[src/rtl/conv1d_tile_sequencer_pkg.sv]
// Shared definitions for the 1-D convolution tile sequencer.
//   - Engine opcode constants understood by the conv engine.
//   - Geometry constants (kernel length, tile length, halo width in words).
//   - Sequencer state enum.
//   - relu_bytes(): per-byte clamp used when CONV_SEQ_RELU_EN is defined.
package conv_pkg;

  localparam logic [6:0] OP_INIT     = 7'd0;
  localparam logic [6:0] OP_WR_IN    = 7'd1;
  localparam logic [6:0] OP_WR_KER   = 7'd2;
  localparam logic [6:0] OP_RD_OUT   = 7'd3;
  localparam logic [6:0] OP_RD_SIZE  = 7'd4;
  localparam logic [6:0] OP_START    = 7'd5;
  localparam logic [6:0] OP_SET_BIAS = 7'd8;
  localparam logic [6:0] OP_NOP      = 7'd9;

  localparam int KERNEL_LEN = 8;
  localparam int TILE_LEN   = 8;
  localparam int HALO_WORDS = 1;

  typedef enum logic [3:0] {
    S_IDLE,
    S_SYNC,
    S_KERN,
    S_BIAS,
    S_FETCH,
    S_START,
    S_WAIT,
    S_DRAIN,
    S_DONE
  } seq_state_t;

  // Any byte whose sign bit is set becomes zero; others pass unchanged.
  function automatic logic [31:0] relu_bytes(input logic [31:0] w);
    logic [31:0] r;
    r = w;
    for (int i = 0; i < 4; i++) begin
      if (w[i*8+7]) r[i*8 +: 8] = 8'h00;
    end
    return r;
  endfunction

endpackage

[src/rtl/conv1d_tile_sequencer_if.sv]
// Memory and engine bus of the tile sequencer.
//   master : the sequencer (drives SRAM strobes/addresses and engine commands)
//   slave  : SRAMs + conv engine
// Signals: mem_rd_en/mem_rd_addr/mem_rd_data (input SRAM, 1-cycle latency),
//          out_wr_en/out_wr_addr/out_wr_data (output SRAM),
//          eng_cmd/eng_inp0/eng_inp1 (engine command), eng_ret/eng_valid.
interface conv1d_tile_sequencer_if #(
  parameter int ADDR_W = 10
);
  logic              mem_rd_en;
  logic [ADDR_W-1:0] mem_rd_addr;
  logic [31:0]       mem_rd_data;
  logic              out_wr_en;
  logic [ADDR_W-1:0] out_wr_addr;
  logic [31:0]       out_wr_data;
  logic [6:0]        eng_cmd;
  logic [31:0]       eng_inp0;
  logic [31:0]       eng_inp1;
  logic [31:0]       eng_ret;
  logic              eng_valid;

  modport master (
    output mem_rd_en, mem_rd_addr, input mem_rd_data,
    output out_wr_en, out_wr_addr, out_wr_data,
    output eng_cmd, eng_inp0, eng_inp1,
    input  eng_ret, eng_valid
  );

  modport slave (
    input  mem_rd_en, mem_rd_addr, output mem_rd_data,
    input  out_wr_en, out_wr_addr, out_wr_data,
    input  eng_cmd, eng_inp0, eng_inp1,
    output eng_ret, eng_valid
  );
endinterface

[src/rtl/conv1d_tile_sequencer_window_addr.sv]
// conv_seq_window_addr: combinational halo-window address generator.
// Tile t covers window words w = 2t-1 .. 2t+2 relative to in_base.
//   tile      : tile index
//   word_idx  : word within the window (0..3)
//   len_words : job length in words
//   in_base   : input SRAM base address
//   addr      : in_base + w, wrapping modulo 2^ADDR_W
//   pad       : word lies outside the vector (w < 0 or w >= len_words)
module conv_seq_window_addr #(
  parameter int ADDR_W = 10,
  parameter int LEN_W  = 10
) (
  input  logic [LEN_W-2:0]  tile,
  input  logic [1:0]        word_idx,
  input  logic [LEN_W-1:0]  len_words,
  input  logic [ADDR_W-1:0] in_base,
  output logic [ADDR_W-1:0] addr,
  output logic              pad
);
  // Work with w+1 so the arithmetic stays unsigned: w < 0 becomes w+1 == 0.
  logic [LEN_W+1:0] w_plus1;
  logic [LEN_W+1:0] w_idx;

  assign w_plus1 = {2'b00, tile, 1'b0} + {{LEN_W{1'b0}}, word_idx};
  assign w_idx   = w_plus1 - {{(LEN_W+1){1'b0}}, 1'b1};
  assign pad     = (w_plus1 == '0) || (w_plus1 > {2'b00, len_words});
  assign addr    = in_base + ADDR_W'(w_idx);
endmodule

[src/rtl/conv1d_tile_sequencer.sv]
// conv1d_tile_sequencer: drives the 8-output int8 conv engine across an
// arbitrarily long input vector, one 8-sample tile at a time.
// Ports:
//   clk, reset (synchronous, active-high)
//   start, len_words, in_base, out_base, kernel0, kernel1, bias : job request
//   busy, done, err                                              : job status
//   bus (conv1d_tile_sequencer_if.master) : input SRAM, output SRAM, engine
// Optional build macro: CONV_SEQ_RELU_EN clamps negative result bytes to 0.
module conv1d_tile_sequencer
  import conv_pkg::*;
#(
  parameter int         ADDR_W  = 10,
  parameter int         LEN_W   = 10,
  parameter logic [6:0] ENG_NOP = 7'd9
) (
  input  logic              clk,
  input  logic              reset,
  input  logic              start,
  input  logic [LEN_W-1:0]  len_words,
  input  logic [ADDR_W-1:0] in_base,
  input  logic [ADDR_W-1:0] out_base,
  input  logic [31:0]       kernel0,
  input  logic [31:0]       kernel1,
  input  logic [7:0]        bias,
  output logic              busy,
  output logic              done,
  output logic              err,
  conv1d_tile_sequencer_if.master bus
);

  seq_state_t        state, state_n;
  logic [LEN_W-1:0]  len_q;
  logic [ADDR_W-1:0] in_base_q, out_base_q;
  logic [31:0]       ker0_q, ker1_q;
  logic [7:0]        bias_q;
  logic              err_q;
  logic [LEN_W-2:0]  tile;
  logic [2:0]        phase;
  logic              seen_low, pad_q, rd_q, rd_idx_q;
  logic [ADDR_W-1:0] win_addr;
  logic              win_pad, bad_len, last_tile;
  logic [1:0]        wr_idx;
  logic              out_wr_en_q;
  logic [ADDR_W-1:0] out_wr_addr_q;
  logic [31:0]       out_wr_data_q;

  assign bad_len   = (len_words == '0) || len_words[0];
  assign last_tile = (tile == (len_q[LEN_W-1:1] - {{(LEN_W-2){1'b0}}, 1'b1}));
  assign wr_idx    = phase[1:0] - 2'd1;

  conv_seq_window_addr #(.ADDR_W(ADDR_W), .LEN_W(LEN_W)) u_win (
    .tile(tile), .word_idx(phase[1:0]), .len_words(len_q),
    .in_base(in_base_q), .addr(win_addr), .pad(win_pad)
  );

  // Next-state and engine/SRAM-read outputs. FETCH phase k reads word k
  // while writing word k-1 to the engine; the pad flag of the previous
  // phase selects a zero word instead of SRAM data.
  always_comb begin
    state_n          = state;
    bus.eng_cmd      = ENG_NOP;
    bus.eng_inp0     = '0;
    bus.eng_inp1     = '0;
    bus.mem_rd_en    = 1'b0;
    bus.mem_rd_addr  = '0;
    case (state)
      S_IDLE:  if (start) state_n = bad_len ? S_DONE : S_SYNC;
      S_SYNC:  if (bus.eng_valid) state_n = S_KERN;
      S_KERN: begin
        bus.eng_cmd  = OP_WR_KER;
        bus.eng_inp0 = {31'b0, phase[0]};
        bus.eng_inp1 = phase[0] ? ker1_q : ker0_q;
        if (phase[0]) state_n = S_BIAS;
      end
      S_BIAS: begin
        bus.eng_cmd  = OP_SET_BIAS;
        bus.eng_inp0 = {{24{bias_q[7]}}, bias_q};
        state_n      = S_FETCH;
      end
      S_FETCH: begin
        if (phase != 3'd4 && !win_pad) begin
          bus.mem_rd_en   = 1'b1;
          bus.mem_rd_addr = win_addr;
        end
        if (phase != 3'd0) begin
          bus.eng_cmd  = OP_WR_IN;
          bus.eng_inp0 = {30'b0, wr_idx};
          bus.eng_inp1 = pad_q ? 32'h0 : bus.mem_rd_data;
        end
        if (phase == 3'd4) state_n = S_START;
      end
      S_START: begin
        bus.eng_cmd = OP_START;
        state_n     = S_WAIT;
      end
      // The engine must visibly drop eng_valid before its result counts.
      S_WAIT:  if (bus.eng_valid && seen_low) state_n = S_DRAIN;
      S_DRAIN: begin
        if (phase != 3'd2) begin
          bus.eng_cmd  = OP_RD_OUT;
          bus.eng_inp0 = {31'b0, phase[0]};
        end else begin
          state_n = last_tile ? S_DONE : S_FETCH;
        end
      end
      S_DONE:  state_n = S_IDLE;
      default: state_n = S_IDLE;
    endcase
  end

  // State register, job latches, phase/tile counters and the output-SRAM
  // write pipeline (eng_ret is registered into the write port the cycle it
  // is valid, so the third DRAIN phase covers the second word's write).
  always_ff @(posedge clk) begin
    if (reset) begin
      state         <= S_IDLE;
      len_q         <= '0;
      in_base_q     <= '0;
      out_base_q    <= '0;
      ker0_q        <= '0;
      ker1_q        <= '0;
      bias_q        <= '0;
      err_q         <= 1'b0;
      tile          <= '0;
      phase         <= '0;
      seen_low      <= 1'b0;
      pad_q         <= 1'b0;
      rd_q          <= 1'b0;
      rd_idx_q      <= 1'b0;
      out_wr_en_q   <= 1'b0;
      out_wr_addr_q <= '0;
      out_wr_data_q <= '0;
    end else begin
      state <= state_n;
      if (state == S_IDLE && start) begin
        len_q      <= len_words;
        in_base_q  <= in_base;
        out_base_q <= out_base;
        ker0_q     <= kernel0;
        ker1_q     <= kernel1;
        bias_q     <= bias;
        err_q      <= bad_len;
        tile       <= '0;
      end
      if (state_n != state) phase <= '0;
      else if (state inside {S_KERN, S_FETCH, S_DRAIN}) phase <= phase + 3'd1;
      if (state == S_START) seen_low <= 1'b0;
      else if (state == S_WAIT && !bus.eng_valid) seen_low <= 1'b1;
      if (state == S_DRAIN && state_n == S_FETCH) tile <= tile + 1'b1;
      pad_q       <= win_pad;
      rd_q        <= (state == S_DRAIN) && (phase != 3'd2);
      rd_idx_q    <= phase[0];
      out_wr_en_q <= rd_q;
      if (rd_q) begin
        out_wr_addr_q <= out_base_q + ADDR_W'({tile, 1'b0}) + ADDR_W'(rd_idx_q);
`ifdef CONV_SEQ_RELU_EN
        out_wr_data_q <= relu_bytes(bus.eng_ret);
`else
        out_wr_data_q <= bus.eng_ret;
`endif
      end
    end
  end

  assign bus.out_wr_en   = out_wr_en_q;
  assign bus.out_wr_addr = out_wr_addr_q;
  assign bus.out_wr_data = out_wr_data_q;
  assign busy            = (state != S_IDLE);
  assign done            = (state == S_DONE);
  assign err             = (state == S_DONE) && err_q;

endmodule

[src/flat_wrapper.sv]
// flat-port wrapper written by rule: the top's interface ports become plain ports
module conv1d_tile_sequencer_flat import conv_pkg::*;
#(
  parameter int         ADDR_W  = 10,
  parameter int         LEN_W   = 10,
  parameter logic [6:0] ENG_NOP = 7'd9
)
  (clk, reset, start, len_words, in_base, out_base, kernel0, kernel1, bias, busy, done, err, bus_mem_rd_en, bus_mem_rd_addr, bus_mem_rd_data, bus_out_wr_en, bus_out_wr_addr, bus_out_wr_data, bus_eng_cmd, bus_eng_inp0, bus_eng_inp1, bus_eng_ret, bus_eng_valid);
  conv1d_tile_sequencer_if #(.ADDR_W(ADDR_W)) bus_i ();
  input  logic clk;
  input  logic reset;
  input  logic start;
  input  logic [LEN_W-1:0] len_words;
  input  logic [ADDR_W-1:0] in_base;
  input  logic [ADDR_W-1:0] out_base;
  input  logic [31:0] kernel0;
  input  logic [31:0] kernel1;
  input  logic [7:0] bias;
  output logic busy;
  output logic done;
  output logic err;
  output wire logic [$bits(bus_i.mem_rd_en)-1:0] bus_mem_rd_en;
  output wire logic [$bits(bus_i.mem_rd_addr)-1:0] bus_mem_rd_addr;
  input wire logic [$bits(bus_i.mem_rd_data)-1:0] bus_mem_rd_data;
  output wire logic [$bits(bus_i.out_wr_en)-1:0] bus_out_wr_en;
  output wire logic [$bits(bus_i.out_wr_addr)-1:0] bus_out_wr_addr;
  output wire logic [$bits(bus_i.out_wr_data)-1:0] bus_out_wr_data;
  output wire logic [$bits(bus_i.eng_cmd)-1:0] bus_eng_cmd;
  output wire logic [$bits(bus_i.eng_inp0)-1:0] bus_eng_inp0;
  output wire logic [$bits(bus_i.eng_inp1)-1:0] bus_eng_inp1;
  input wire logic [$bits(bus_i.eng_ret)-1:0] bus_eng_ret;
  input wire logic [$bits(bus_i.eng_valid)-1:0] bus_eng_valid;
  assign bus_mem_rd_en = bus_i.mem_rd_en;
  assign bus_mem_rd_addr = bus_i.mem_rd_addr;
  assign bus_i.mem_rd_data = bus_mem_rd_data;
  assign bus_out_wr_en = bus_i.out_wr_en;
  assign bus_out_wr_addr = bus_i.out_wr_addr;
  assign bus_out_wr_data = bus_i.out_wr_data;
  assign bus_eng_cmd = bus_i.eng_cmd;
  assign bus_eng_inp0 = bus_i.eng_inp0;
  assign bus_eng_inp1 = bus_i.eng_inp1;
  assign bus_i.eng_ret = bus_eng_ret;
  assign bus_i.eng_valid = bus_eng_valid;
  conv1d_tile_sequencer #(.ADDR_W(ADDR_W), .LEN_W(LEN_W), .ENG_NOP(ENG_NOP)) u_core (.clk(clk), .reset(reset), .start(start), .len_words(len_words), .in_base(in_base), .out_base(out_base), .kernel0(kernel0), .kernel1(kernel1), .bias(bias), .busy(busy), .done(done), .err(err), .bus(bus_i));
endmodule
[config.mk]
export PLATFORM = sky130hd
export DESIGN_NAME = conv1d_tile_sequencer_flat
export DESIGN_NICKNAME = d
export VERILOG_FILES = /design/src/rtl/conv1d_tile_sequencer_pkg.sv /design/src/rtl/conv1d_tile_sequencer_if.sv /design/src/rtl/conv1d_tile_sequencer_window_addr.sv /design/src/rtl/conv1d_tile_sequencer.sv /design/src/flat_wrapper.sv
export SDC_FILE = /design/constraint.sdc
export NUM_CORES = 1
export LEC_CHECK = 0
export CORE_AREA = 2 2 154 141
export DETAILED_ROUTE_END_ITERATION = 8
export DIE_AREA = 0 0 156 143
export GPL_TIMING_DRIVEN = 0
export PLACE_DENSITY = 0.72
export SETUP_SLACK_MARGIN = 0.4
export SLEW_MARGIN = 20
export SYNTH_ARGS = -nofsm -noshare
export SYNTH_HDL_FRONTEND = slang
export SYNTH_SLANG_ARGS = --single-unit
[constraint.sdc]
create_clock -name clk -period 9.75 [get_ports clk]
set_input_delay 1.95 -clock clk [delete_from_list [all_inputs] [get_ports clk]]
set_output_delay 1.95 -clock clk [all_outputs]
set_load 0.005 [all_outputs]
# --- Yosys cells after proc, flatten, opt, wreduce, memory -nomap -nowiden ---
# Index checks and enable logic that the tools add are counted.
totals:
  wordCells: 86
  ff_bits: 166
op_classes:
  reduce_logical: 20
  n_lt_le_gt_ge: 1
  add_sub_neg: 9
  mux: 25
  eq_ne: 14
ops:
  columns: ["operator", "n"]
  rows:
  - ["$pmux W32 S4", 1]
  - ["$mux W32", 3]
  - ["$pmux W32 S2", 1]
  - ["$mux W4", 10]
  - ["$pmux W7 S5", 1]
  - ["$pmux W4 S8", 1]
  - ["$add A10 B10 Y10", 2]
  - ["$eq A4 B3 Y1 const B", 5]
  - ["$mux W10", 2]
  - ["$mux W9", 2]
  - ["$logic_not A12 Y1", 1]
  - ["$add A10 B2 Y11", 1]
  - ["$gt A11 B10 Y1", 1]
  - ["$add A10 B1 Y10", 1]
  - ["$logic_not A10 Y1", 1]
  - ["$sub A10 B1 Y10 const B", 1]
  - ["$add A9 B1 Y9 const B", 1]
  - ["$eq A9 B9 Y1", 1]
  - ["$sub A9 B1 Y9 const B", 1]
  - ["$eq A4 B2 Y1 const B", 2]
  - ["$logic_and A1 B1 Y1", 7]
  - ["$reduce_bool A3 Y1", 2]
  - ["$eq A4 B1 Y1 const B", 1]
  - ["$eq A4 B4 Y1 const B", 1]
  - ["other kinds (14)", 19]

# --- Longest topological paths before layout ---
# Gate-level depths: netlist (run 1).
logic_depth:
  word_depth: 8
  depth_mapped: 14
  mapped_depth_nobuf: 14

# --- By module ---
# From an unflattened synthesis (run 1), not the netlist that was laid out.
unflattened:
  cells_unflattened: 1159
  area_unflattened_um2: 8993.6
modules_own_cells:
  columns: ["mod", "cells_per_inst", "area_per_inst_um2", "instances"]
  rows:
  - ["conv1d_tile_sequencer", 1004, 7942.6, 1]
  - ["conv_seq_window_addr", 155, 1051.0, 1]

# --- Worst setup path after synthesis (run 1) ---
# No wires, ideal clock.
synth_timing:
  kind: "flip-flop to output port"
  startpoint: "register u_core.tile[0]"
  endpoint: "output port bus_mem_rd_addr[9]"
  arrival_ns: 2.767
  path_stages_with_launch: 15
  path_slack_ns: 5.033
  path_buffers: 0
  cell_sequence: "dfxtp_1 -> ha_1 -> ha_1 -> xor2_1 -> inv_1 -> ha_1 -> inv_1 -> ha_1 -> a21o_1 -> a21oi_1 -> nor2b_1 -> o21a_1 -> o41ai_1 -> xnor2_1 -> nor2_1"
synth_via:
  elab_chain_len: 7
synth_rtl:
  columns: ["element", "line_no", "text"]
  rows:
  - ["from (decl)", "conv1d_tile_sequencer.sv:37", "logic [LEN_W-2:0] tile;"]
  - ["from (signal assigned)", "conv1d_tile_sequencer.sv:149", "if (state == S_DRAIN && state_n == S_FETCH) tile <= tile + 1'b1;"]
  - ["$add A10 B2 Y11 *", "conv1d_tile_sequencer_window_addr.sv:24", "assign w_plus1 = {2'b00, tile, 1'b0} + {{LEN_W{1'b0}}, word_idx};"]
  - ["branches (longest 4 deep; another with $sub A10 B1 Y10)", null, null]
  - ["$mux W10 *", "conv1d_tile_sequencer.sv:81", "if (phase != 3'd4 && !win_pad) begin"]
  - ["$mux W10 *", "conv1d_tile_sequencer.sv:66", "case (state)"]
  - ["to (decl)", "flat_wrapper.sv:23", "output wire logic [$bits(bus_i.mem_rd_addr)-1:0] bus_mem_rd_addr;"]
# Mark *: on every way between the ends.

# --- Worst setup path in the final report (run 1) ---
# Ends and elaborated chain as after synthesis.

==> impl_metrics.py, run 1 <==
metrics = {
    "floorplanning": {
        "io_pins": 298,
        "start_util": 0.429,
        "core-area_um2": 20600,
        "fp.dieArea_um2": 22300,
        "die_y_um": 143,
        "dieWidth_um": 156,
        "placementRows": 50,
    },
    "grt": {
        "grt_pass1_wl_um": 43200,
        "grt_max_degree": 26,
        "antenna_found_initial": 0,
        "grt_usage": 0.245,
        "grt_overflow": 0,
        "grt_pass1_vias": 8540,
    },
    "routing": {
        "via_count": 8729,
        "routedWlPerCell_um": 16.0,
        "dr.pass1.iters": 5,
        "first_iter_violations": 479,
        "wl_um": 27500,
        "route.detailed.drc": 0,
        "detail-route-antenna-nets": 0,
        "via_per_inst": 5.07,
    },
    "logic_synthesis": {
        "synth_edf_count": 0,
        "synth_top_cell_by_area": "dfxtp_1",
        "netlist_area_um2": 8820,
        "synth-simple-area-share": 0.222,
        "ys_seq_elements": 166,
        "ys_async_sr_fraction": 0,
        "synth_compound_area_frac": 0.138,
        "ys_seq_area_frac": 0.377,
        "netlist_instances": 1135,
        "synth_fa_ha_area_frac": 0.0655,
        "synth_area_per_cell_um2": 7.77,
        "netlist-cell-type-count": 60,
        "yosys.area.top_type_share": 0.377,
        "synth.area.mux_share": 0.0806,
        "synthFlopType": "dfxtp_1",
        "yosysMostFrequentCell": "nand2_1",
        "synth-xor-area-share": 0.0367,
        "synth_top_family_by_area": "simple AND/OR/NAND/NOR gates",
        "synth_common_cells": "nand2_1 (256), dfxtp_1 (166), a21oi_1 (117)",
        "synth.area.top_cells": "dfxtp_1 (38%), nand2_1 (11%), mux2i_1 (8.1%), a21oi_1 (6.6%), ha_1 (6.1%)",
        "yosys_warnings": 0,
    },
    "critical_path": {
        "critPathArrivalTime_ns": 4.09,
        "crit_start": "u_core.tile[0]",
        "cpMaxStageDelayCell": "dfxtp_1",
        "rr_startpoint": "u_core.phase[0]",
        "crit_type": "flip-flop to output pin",
        "path_cells": "ha_1, ha_1, xor2_1, inv_1, ha_1, inv_1, ha_1, a21o_1, a21oi_1, nor2b_1, o21a_1, o41ai_1, xnor2_1, nor2_1, clkdlybuf4s50_1",
        "critPathMostFrequentCell": "ha_1",
        "cpPeakStageDelay_ns": 0.52,
        "reg2reg_depth": 11,
        "r2r_slack_ns": 6.95,
        "cp.required_ns": 7.80,
        "cp-endpoint": "bus_mem_rd_addr[9]",
        "start_kind": "flip-flop",
        "endpoint_kind": "output pin",
        "r2r-end": "u_core.tile[0]",
        "path_max_fanout": 7,
    },
    "cts": {
        "postCtsSetupBuffers": 0,
        "clk_pin_slew_ns": 0.07,
        "cts-htree-levels": 4,
        "postCtsResizedCells": 0,
        "holdBufCountCts": 0,
        "cts_buffers": 17,
        "clk_path_buf_depth": 2,
        "cts_tree": "yes",
        "clk-insertion-delay-late_ns": 0.43,
        "clock_sinks": 166,
        "cts_root_buf": "clkbuf_16",
    },
    "placed_design": {
        "port_buffers": 294,
        "place_inst": 1691,
        "dp_hpwl_um": 21200,
        "pre_cts_ws_ns": 4.18,
        "gp_congestion": 0.880,
        "placed_cell_area_um2": 12100,
    },
    "finish": {
        "nNetsFinal": 1665,
        "area_growth_pct": 44.2,
        "final_cell_area_um2": 12700,
        "drive_above_1_share": 0.0581,
        "finalNonFillerCells": 1722,
        "antenna_cells": 0,
        "fill_cells": 1839,
    },
    "sta": {
        "rsz0062_at_grt": "false",
        "period_needed_ns": 6.04,
        "holdWs_ns": 0.452,
        "fin_skew_ns": 0.0114,
        "final_max_slew_viol_count": 0,
        "fin_ws_ns": 3.71,
        "hold_viol": 0,
        "slew_headroom": 0.394,
        "tightest_slew_ns": 0.910,
        "fmaxAchievable_mhz": 166,
        "setup-violations-final": 0,
        "final_min_period_over_clock_period": 0.619,
        "setup_tns_ns": 0,
    },
    "power_and_ir_drop": {
        "irDropWorstVdd_uv": 127,
        "p_leak_nw": 4.79,
        "power.density_nw_per_um2": 136,
    },
    "worst_hold_path": {
        "hp-class": "flip-flop to flip-flop",
    },
    "flow_run": {
        "drv_cap": 0,
    },
    "status": {
        "status": "completed",
    },
}
[state kept, by name, summed over array words and instances (netlist names)]
| register | flops |
|---|---|
| u_core.len_q | 10 |
| u_core.bus.out_wr_en | 1 |
| u_core.pad_q | 1 |
| u_core.tile | 9 |
| u_core.phase | 3 |
| u_core.out_base_q | 10 |
| u_core.bus.out_wr_addr | 10 |
| u_core.bus.out_wr_data | 32 |
| u_core.seen_low | 1 |
| u_core.in_base_q | 10 |
| u_core.ker0_q | 32 |
| u_core.rd_idx_q | 1 |
| u_core.err_q | 1 |
| u_core.state | 4 |
| u_core.ker1_q | 32 |
| u_core.rd_q | 1 |
| u_core.bias_q | 8 |
[critical path: cells and delay by family (launching register included)]
kind | cells | cell delay (ns)
fa+ha+maj | 4 | 1.03
compound gates | 4 | 0.88
buf+inv | 3 | 0.63
flops | 1 | 0.52
xor+xnor | 2 | 0.42
simple gates | 2 | 0.19
[where the power goes]
group / internal, mW / switching (mW) / total, mW
clock network: 0.433 / 0.292 / 0.725
logic: 0.136 / 0.135 / 0.271
registers: 0.710 / 0.0199 / 0.729
total: 1.28 / 0.447 / 1.72
[logic make-up after synthesis]
| group | after synthesis |
|---|---|
| muxes | 71 |
| and+or+nand+nor | 451 |
| other | 1 |
| AOI/OAI and AO/OA | 211 |
| adders and majority gates | 45 |
| buffers and inverters | 153 |
| DFF | 166 |
| xor gates and xnor gates | 37 |
[layout make-up]
cell class | instances | area (µm²) | share of cell area
tap | 260 | 325 | 0.0256
buffer | 100 | 502 | 0.0394
clock buffer | 18 | 429 | 0.0337
clock inverter | 13 | 196 | 0.0154
sequential | 166 | 3320 | 0.261
multi-input combinational | 818 | 4800 | 0.378
timing repair buffer | 294 | 2940 | 0.231
inverter | 53 | 199 | 0.0156
[metal layers]
metal  track usage  routed length, µm  share of wire  up-vias
li1              -                  -              -     4378
met1         0.314              12100           0.44     4057
met2         0.406              13000           0.47      262
met3        0.0649               1960          0.071       32
met4        0.0744                523          0.019        0
met5             0                  0              0        -
[per-stage QoR]
stage	power [mW]	utilization
floorplan	0.888	-
global placement	1.01	0.588
detailed placement	1.01	0.588
CTS	1.74	0.618
global route	1.80	0.618
finish	1.72	0.618
[cells in the final DEF (no fill, tap or decap), types with 14 or more instances in the layout]
master and instances:
dfxtp_1 166, nor2_1 95, xor2_1 14, mux2i_1 71
a21oi_1 117, clkbuf_1 57, nor2b_1 15, clkbuf_16 17
ha_1 43, nand2_1 256, nor3_1 15, inv_1 53
xnor2_1 23, o21ai_0 47, clkdlybuf4s50_1 294, buf_4 28
[how the worst min path moves through the flow]
stage                                  from                end  slack [ns]  depth (start not counted)
after floorplan            u_core.bias_q[2]   u_core.bias_q[2]        0.43                          2
after global placement     u_core.bias_q[4]   u_core.bias_q[4]        0.44                          2
after detailed placement   u_core.bias_q[6]   u_core.bias_q[6]        0.45                          2
after CTS                  u_core.bias_q[6]   u_core.bias_q[6]        0.45                          2
after global routing      u_core.ker0_q[16]  u_core.ker0_q[16]        0.47                          2
final                      u_core.bias_q[6]   u_core.bias_q[6]        0.45                          2
No activity file was read; power rests on OpenSTA's default activity.
==> inputs of run 2 (changes only) <==
--- a/config.mk
+++ b/config.mk
@@ -5,11 +5,11 @@
 export SDC_FILE = /design/constraint.sdc
 export NUM_CORES = 1
 export LEC_CHECK = 0
-export CORE_AREA = 2 2 154 141
+export CORE_AREA = 2 2 156 143
 export DETAILED_ROUTE_END_ITERATION = 8
-export DIE_AREA = 0 0 156 143
+export DIE_AREA = 0 0 158 145
 export GPL_TIMING_DRIVEN = 0
-export PLACE_DENSITY = 0.72
+export PLACE_DENSITY = 0.73
 export SETUP_SLACK_MARGIN = 0.4
 export SLEW_MARGIN = 20
 export SYNTH_ARGS = -nofsm -noshare
==> constraint.sdc (replaced) <==
create_clock -name clk -period 4.9 [get_ports clk]
set_input_delay 0.98 -clock clk [delete_from_list [all_inputs] [get_ports clk]]
set_output_delay 0.98 -clock clk [all_outputs]
set_load 0.005 [all_outputs]
==> impl_metrics.py, run 2 (same netlist as run 1, synthesis figures left out) <==
metrics = {
    "critical_path": {
        "path_buf_inv": 3,
        "cpPeakStageDelay_ns": 0.50,
        "path_cells": "buf_8, nand4_1, nor2_4, xnor2_2, ha_1, a21o_1, a21oi_2, nand2_1, o21a_1, or3_4, buf_8, nor2_2, clkdlybuf4s50_1",
        "crit_cells": 13,
        "critPathTopFamily": "simple AND/OR/NAND/NOR gates",
        "path_max_fanout": 10,
        "critPathArrivalTime_ns": 3.47,
        "r2r-end": "u_core.ker1_q[20]",
        "start_kind": "flip-flop",
        "endpoint_kind": "output pin",
        "reg2reg_depth": 8,
        "r2r_slack_ns": 2.06,
        "rr_startpoint": "u_core.state[1]",
        "cpMaxStageDelayCell": "clkdlybuf4s50_1",
        "cp.required_ns": 3.92,
        "critPathMostFrequentCell": "buf_8",
        "crit_type": "flip-flop to output pin",
    },
    "power_and_ir_drop": {
        "irDropWorstVdd_uv": 245,
        "finalPower_mw": 3.32,
        "power.density_nw_per_um2": 255,
        "p_leak_nw": 5.03,
    },
    "grt": {
        "grt_pass1_vias": 8399,
        "antenna_found_initial": 1,
        "grt_max_degree": 26,
        "grt_pass1_wl_um": 44100,
        "grt_overflow": 0,
        "grt_usage": 0.244,
    },
    "cts": {
        "clk-insertion-delay-late_ns": 0.44,
        "clk_path_buf_depth": 2,
        "cts_tree": "yes",
        "holdBufCountCts": 0,
        "cts_root_buf": "clkbuf_16",
        "cts_buffers": 17,
        "clk_pin_slew_ns": 0.07,
        "cts-htree-levels": 4,
        "clock_sinks": 166,
    },
    "floorplanning": {
        "fp.dieArea_um2": 22900,
        "placementRows": 51,
        "dieWidth_um": 158,
        "die_y_um": 145,
        "io_pins": 298,
        "core-area_um2": 21300,
        "start_util": 0.414,
    },
    "worst_hold_path": {
        "whs_path_depth": 2,
        "hp-start": "u_core.bias_q[4]",
        "hp-class": "flip-flop to flip-flop",
        "worst_hold_path.endpoint": "u_core.bias_q[4]",
    },
    "sta": {
        "setup_tns_ns": 0,
        "tightest_slew_ns": 0.901,
        "rsz0062_at_grt": "true",
        "fin_skew_ns": 0.00950,
        "hold_viol": 0,
        "final_min_period_over_clock_period": 0.908,
        "fmaxAchievable_mhz": 225,
        "period_needed_ns": 4.45,
        "final_max_slew_viol_count": 0,
        "setup-violations-final": 0,
        "fin_ws_ns": 0.453,
        "slew_headroom": 0.400,
    },
    "finish": {
        "antenna_cells": 0,
        "utilization": 0.611,
        "layout_common_cells": "clkdlybuf4s50_1 (285), nand2_1 (256), dfxtp_1 (159)",
        "drive_above_1_share": 0.0886,
        "final_cell_area_um2": 13000,
        "area_growth_pct": 47.6,
        "register_area_um2": 3340,
        "final_common_cell": "clkdlybuf4s50_1",
        "nNetsFinal": 1670,
        "fill_cells": 1946,
        "multi_input_area_um2": 4980,
    },
    "flow_run": {
        "drv_cap": 0,
    },
    "routing": {
        "via_count": 8808,
        "via_per_inst": 5.01,
        "route.detailed.drc": 0,
        "wl_um": 28100,
        "detail-route-antenna-nets": 0,
        "dr.pass1.iters": 5,
        "first_iter_violations": 479,
        "routedWlPerCell_um": 16.0,
    },
    "placed_design": {
        "dp_hpwl_um": 21600,
        "placed_cell_area_um2": 12100,
        "pre_cts_ws_ns": 0.383,
        "gp_congestion": 0.894,
        "port_buffers": 294,
    },
    "status": {
        "status": "completed",
    },
}
==> run 2: cell types whose count changed in the layout (fill, tap and decap cells not counted), sizes merged, moves of 4 or more <==
cell | previous run | this run
clkdlybuf4s50 | 294 | 285
dlymetal6s2s | 0 | 8
buf | 44 | 50
clkinv | 0 | 5
bufinv | 4 | 0
clkinvlp | 4 | 0
inv | 58 | 62
==> run 2: repair_timing <==
item / CTS / global route
buffers inserted: 2 / 3
hold endpoints to repair: 0 / 0
endpoints found under the setup margin: 41 / 37
pin swaps: 5 / 10
resized for setup: 46 / 27
==> run 2: per-layer routing <==
| layer | GRT usage | vias to the layer above | share of wire |
|---|---|---|---|
| li1 | - | 4384 | - |
| met1 | 0.317 | 4087 | 0.43 |
| met2 | 0.400 | 296 | 0.47 |
| met3 | 0.0609 | 39 | 0.076 |
| met4 | 0.0667 | 2 | 0.020 |
| met5 | 0 | - | 0.00043 |
==> run 2: layout make-up <==
type / count / share of cell area
clock buffers: 18 / 0.0337
clock inverters: 14 / 0.0104
repair buffers: 299 / 0.230
flip-flops and latches: 166 / 0.257
well taps: 291 / 0.0280
multi-input cells: 818 / 0.383
inverters: 53 / 0.0153
plain buffers: 100 / 0.0427
==> run 2: worst max path at each step <==
stage / to / startpoint / slack (ns)
3_3_place_gp: bus_mem_rd_addr[9] / u_core.tile[0] / 0.37
5_1_grt: bus_mem_rd_addr[3] / u_core.tile[6] / 0.30
6_report: bus_mem_rd_addr[3] / u_core.tile[6] / 0.45
2_1_floorplan: bus_mem_rd_addr[9] / u_core.tile[0] / 1.15
3_5_place_dp: bus_mem_rd_addr[9] / u_core.tile[0] / 0.38
4_1_cts: bus_mem_rd_addr[9] / u_core.phase[1] / 0.28
==> run 2: power by group <==
group	internal, mW	switching [mW]
Clock	0.688	0.632
Sequential	1.41	0.0399
Combinational	0.276	0.272
==> run 2: worst min-delay path: cells and delay by family (launching register included) <==
kind            cells  cell delay [ns]
simple gates        1             0.05
compound gates      1             0.05
flops               1             0.31
==> run 2: through the flow <==
stage | hold slack [ns] | std cells
6_report | 0.451 | 1759
5_1_grt | 0.471 | 1759
4_1_cts | 0.453 | 1756
3_5_place_dp | 0.443 | 1722
3_3_place_gp | 0.440 | 1722
2_1_floorplan | 0.432 | 1137
==> inputs of run 3 (changes only) <==
--- a/config.mk
+++ b/config.mk
@@ -5,11 +5,12 @@
 export SDC_FILE = /design/constraint.sdc
 export NUM_CORES = 1
 export LEC_CHECK = 0
-export CORE_AREA = 2 2 156 143
+export CORE_AREA = 2 2 154 141
 export DETAILED_ROUTE_END_ITERATION = 8
-export DIE_AREA = 0 0 158 145
+export DIE_AREA = 0 0 156 143
+export DONT_BUFFER_PORTS = 1
 export GPL_TIMING_DRIVEN = 0
-export PLACE_DENSITY = 0.73
+export PLACE_DENSITY = 0.53
 export SETUP_SLACK_MARGIN = 0.4
 export SLEW_MARGIN = 20
 export SYNTH_ARGS = -nofsm -noshare
==> constraint.sdc (replaced) <==
create_clock -name clk -period 5.6 [get_ports clk]
set_input_delay 1.12 -clock clk [delete_from_list [all_inputs] [get_ports clk]]
set_output_delay 1.12 -clock clk [all_outputs]
set_load 0.005 [all_outputs]
==> impl_metrics.py, run 3 (same netlist as run 1, synthesis figures left out) <==
metrics = {
    "sta": {
        "setup-violations-final": 0,
        "fmaxAchievable_mhz": 213,
        "final_min_period_over_clock_period": 0.837,
        "fin_skew_ns": 0.0114,
        "slew_headroom": 0.413,
        "final_max_slew_viol_count": 0,
        "period_needed_ns": 4.69,
        "setup_tns_ns": 0,
        "hold_viol": 0,
        "fin_ws_ns": 0.911,
        "tightest_slew_ns": 0.880,
        "rsz0062_at_grt": "false",
        "holdWs_ns": 0.452,
    },
    "cts": {
        "postCtsSetupBuffers": 0,
        "cts_root_buf": "clkbuf_16",
        "cts_tree": "yes",
        "cts-htree-levels": 4,
        "postCtsResizedCells": 0,
        "clk_path_buf_depth": 2,
        "clock_sinks": 166,
        "holdBufCountCts": 0,
        "clk-insertion-delay-late_ns": 0.43,
        "clk_pin_slew_ns": 0.08,
        "cts_buffers": 17,
    },
    "worst_hold_path": {
        "whs_path_depth": 2,
        "hp-class": "flip-flop to flip-flop",
        "worst_hold_path.endpoint": "u_core.bias_q[3]",
        "hp-start": "u_core.bias_q[3]",
    },
    "status": {
        "status": "completed",
    },
    "finish": {
        "fill_cells": 2153,
        "antenna_cells": 0,
        "area_growth_pct": 10.8,
        "utilization": 0.475,
        "nNetsFinal": 1371,
        "final_cell_area_um2": 9770,
        "drive_above_1_share": 0.0744,
        "finalNonFillerCells": 1429,
        "layout_common_cells": "nand2_1 (256), dfxtp_1 (166), a21oi_1 (117)",
        "final_common_cell": "nand2_1",
    },
    "floorplanning": {
        "dieWidth_um": 156,
        "io_pins": 298,
        "placementRows": 50,
        "die_y_um": 143,
        "fp.dieArea_um2": 22300,
        "start_util": 0.429,
        "core-area_um2": 20600,
    },
    "critical_path": {
        "r2r-end": "u_core.tile[0]",
        "critPathArrivalTime_ns": 3.57,
        "endpoint_kind": "output pin",
        "cpMaxStageDelayCell": "dfxtp_1",
        "rr_startpoint": "u_core.phase[0]",
        "critPathMostFrequentCell": "ha_1",
        "path_max_fanout": 7,
        "path_cells": "ha_1, ha_1, xor2_1, inv_1, ha_1, inv_1, ha_1, a21o_1, a21oi_1, nor2b_1, o21a_1, o41ai_1, xnor2_1, nor2_1",
        "cpPeakStageDelay_ns": 0.53,
        "cp.required_ns": 4.48,
        "crit_cells": 14,
        "critPathTopFamily": "adder cells",
        "r2r_slack_ns": 2.73,
        "reg2reg_depth": 11,
        "path_buf_inv": 2,
        "start_kind": "flip-flop",
        "crit_type": "flip-flop to output pin",
    },
    "power_and_ir_drop": {
        "internal_power_mw": 1.98,
        "finalPower_mw": 2.82,
        "seq_power_share": 0.450,
        "switching_share": 0.297,
        "switchingPower_mw": 0.837,
        "p_comb_frac": 0.120,
        "p_leak_nw": 3.71,
        "power.clock.fraction": 0.430,
        "power.density_nw_per_um2": 289,
        "irDropWorstVdd_uv": 183,
    },
    "grt": {
        "grt_pass1_wl_um": 38400,
        "grt_usage": 0.223,
        "grt_pass1_vias": 7025,
        "grt_overflow": 0,
        "antenna_found_initial": 0,
        "grt_max_degree": 26,
    },
    "routing": {
        "detail-route-antenna-nets": 0,
        "first_iter_violations": 422,
        "wl_um": 25300,
        "routedWlPerCell_um": 17.7,
        "via_per_inst": 5.24,
        "via_count": 7486,
        "route.detailed.drc": 0,
        "dr.pass1.iters": 4,
    },
    "placed_design": {
        "place_inst": 1397,
        "dp_hpwl_um": 19400,
        "port_buffers": 0,
        "placed_cell_area_um2": 9150,
        "gp_congestion": 0.832,
        "pre_cts_ws_ns": 1.32,
    },
    "flow_run": {
        "drv_cap": 0,
    },
}
## run 3: how the worst max path moves through the flow
stage	slack, ns	from	endpoint
floorplan	1.71	u_core.tile[0]	bus_mem_rd_addr[9]
global placement	1.33	u_core.tile[0]	bus_mem_rd_addr[7]
detailed placement	1.32	u_core.phase[0]	bus_mem_rd_addr[9]
CTS	0.81	u_core.phase[0]	bus_mem_rd_addr[9]
global route	0.55	u_core.phase[0]	bus_mem_rd_addr[9]
finish	0.91	u_core.tile[0]	bus_mem_rd_addr[9]
## run 3: worst register-to-register path, cell delays in order (launching register included)
cell and delay, ns:
dfxtp_1 0.34, clkbuf_1 0.54, inv_1 0.40, ha_1 0.32, nor2b_1 0.20, nand2_1 0.11
nor2_1 0.07, and2_4 0.16, buf_6 0.13, or2_1 0.22, buf_6 0.15, o31ai_4 0.15
## run 3: final cells by class
cell class                 instances  area [µm²]  share of cell area
multi-input combinational        818        4800               0.492
tap                              260         325              0.0333
clock buffer                      18         439              0.0450
inverter                          53         199              0.0204
sequential                       166        3320               0.340
clock inverter                    14         178              0.0182
buffer                           100         502              0.0514
## run 3: metal layers
metal  wire length (µm)  vias to the layer above  track usage
li1                   -                     3795            -
met1              11600                     3433        0.296
met2              11500                      243        0.356
met4                223                        0       0.0430
met5                  0                        -            0
met3               2060                       15       0.0744
## run 3: power groups by stage
stage	logic (mW)	clock network, mW	registers (mW)
5_1_grt	0.388	1.29	1.28
6_report	0.339	1.21	1.27
4_1_cts	0.344	1.24	1.27
3_5_place_dp	0.343	0	1.30
2_1_floorplan	0.260	0	1.29
3_3_place_gp	0.340	0	1.29
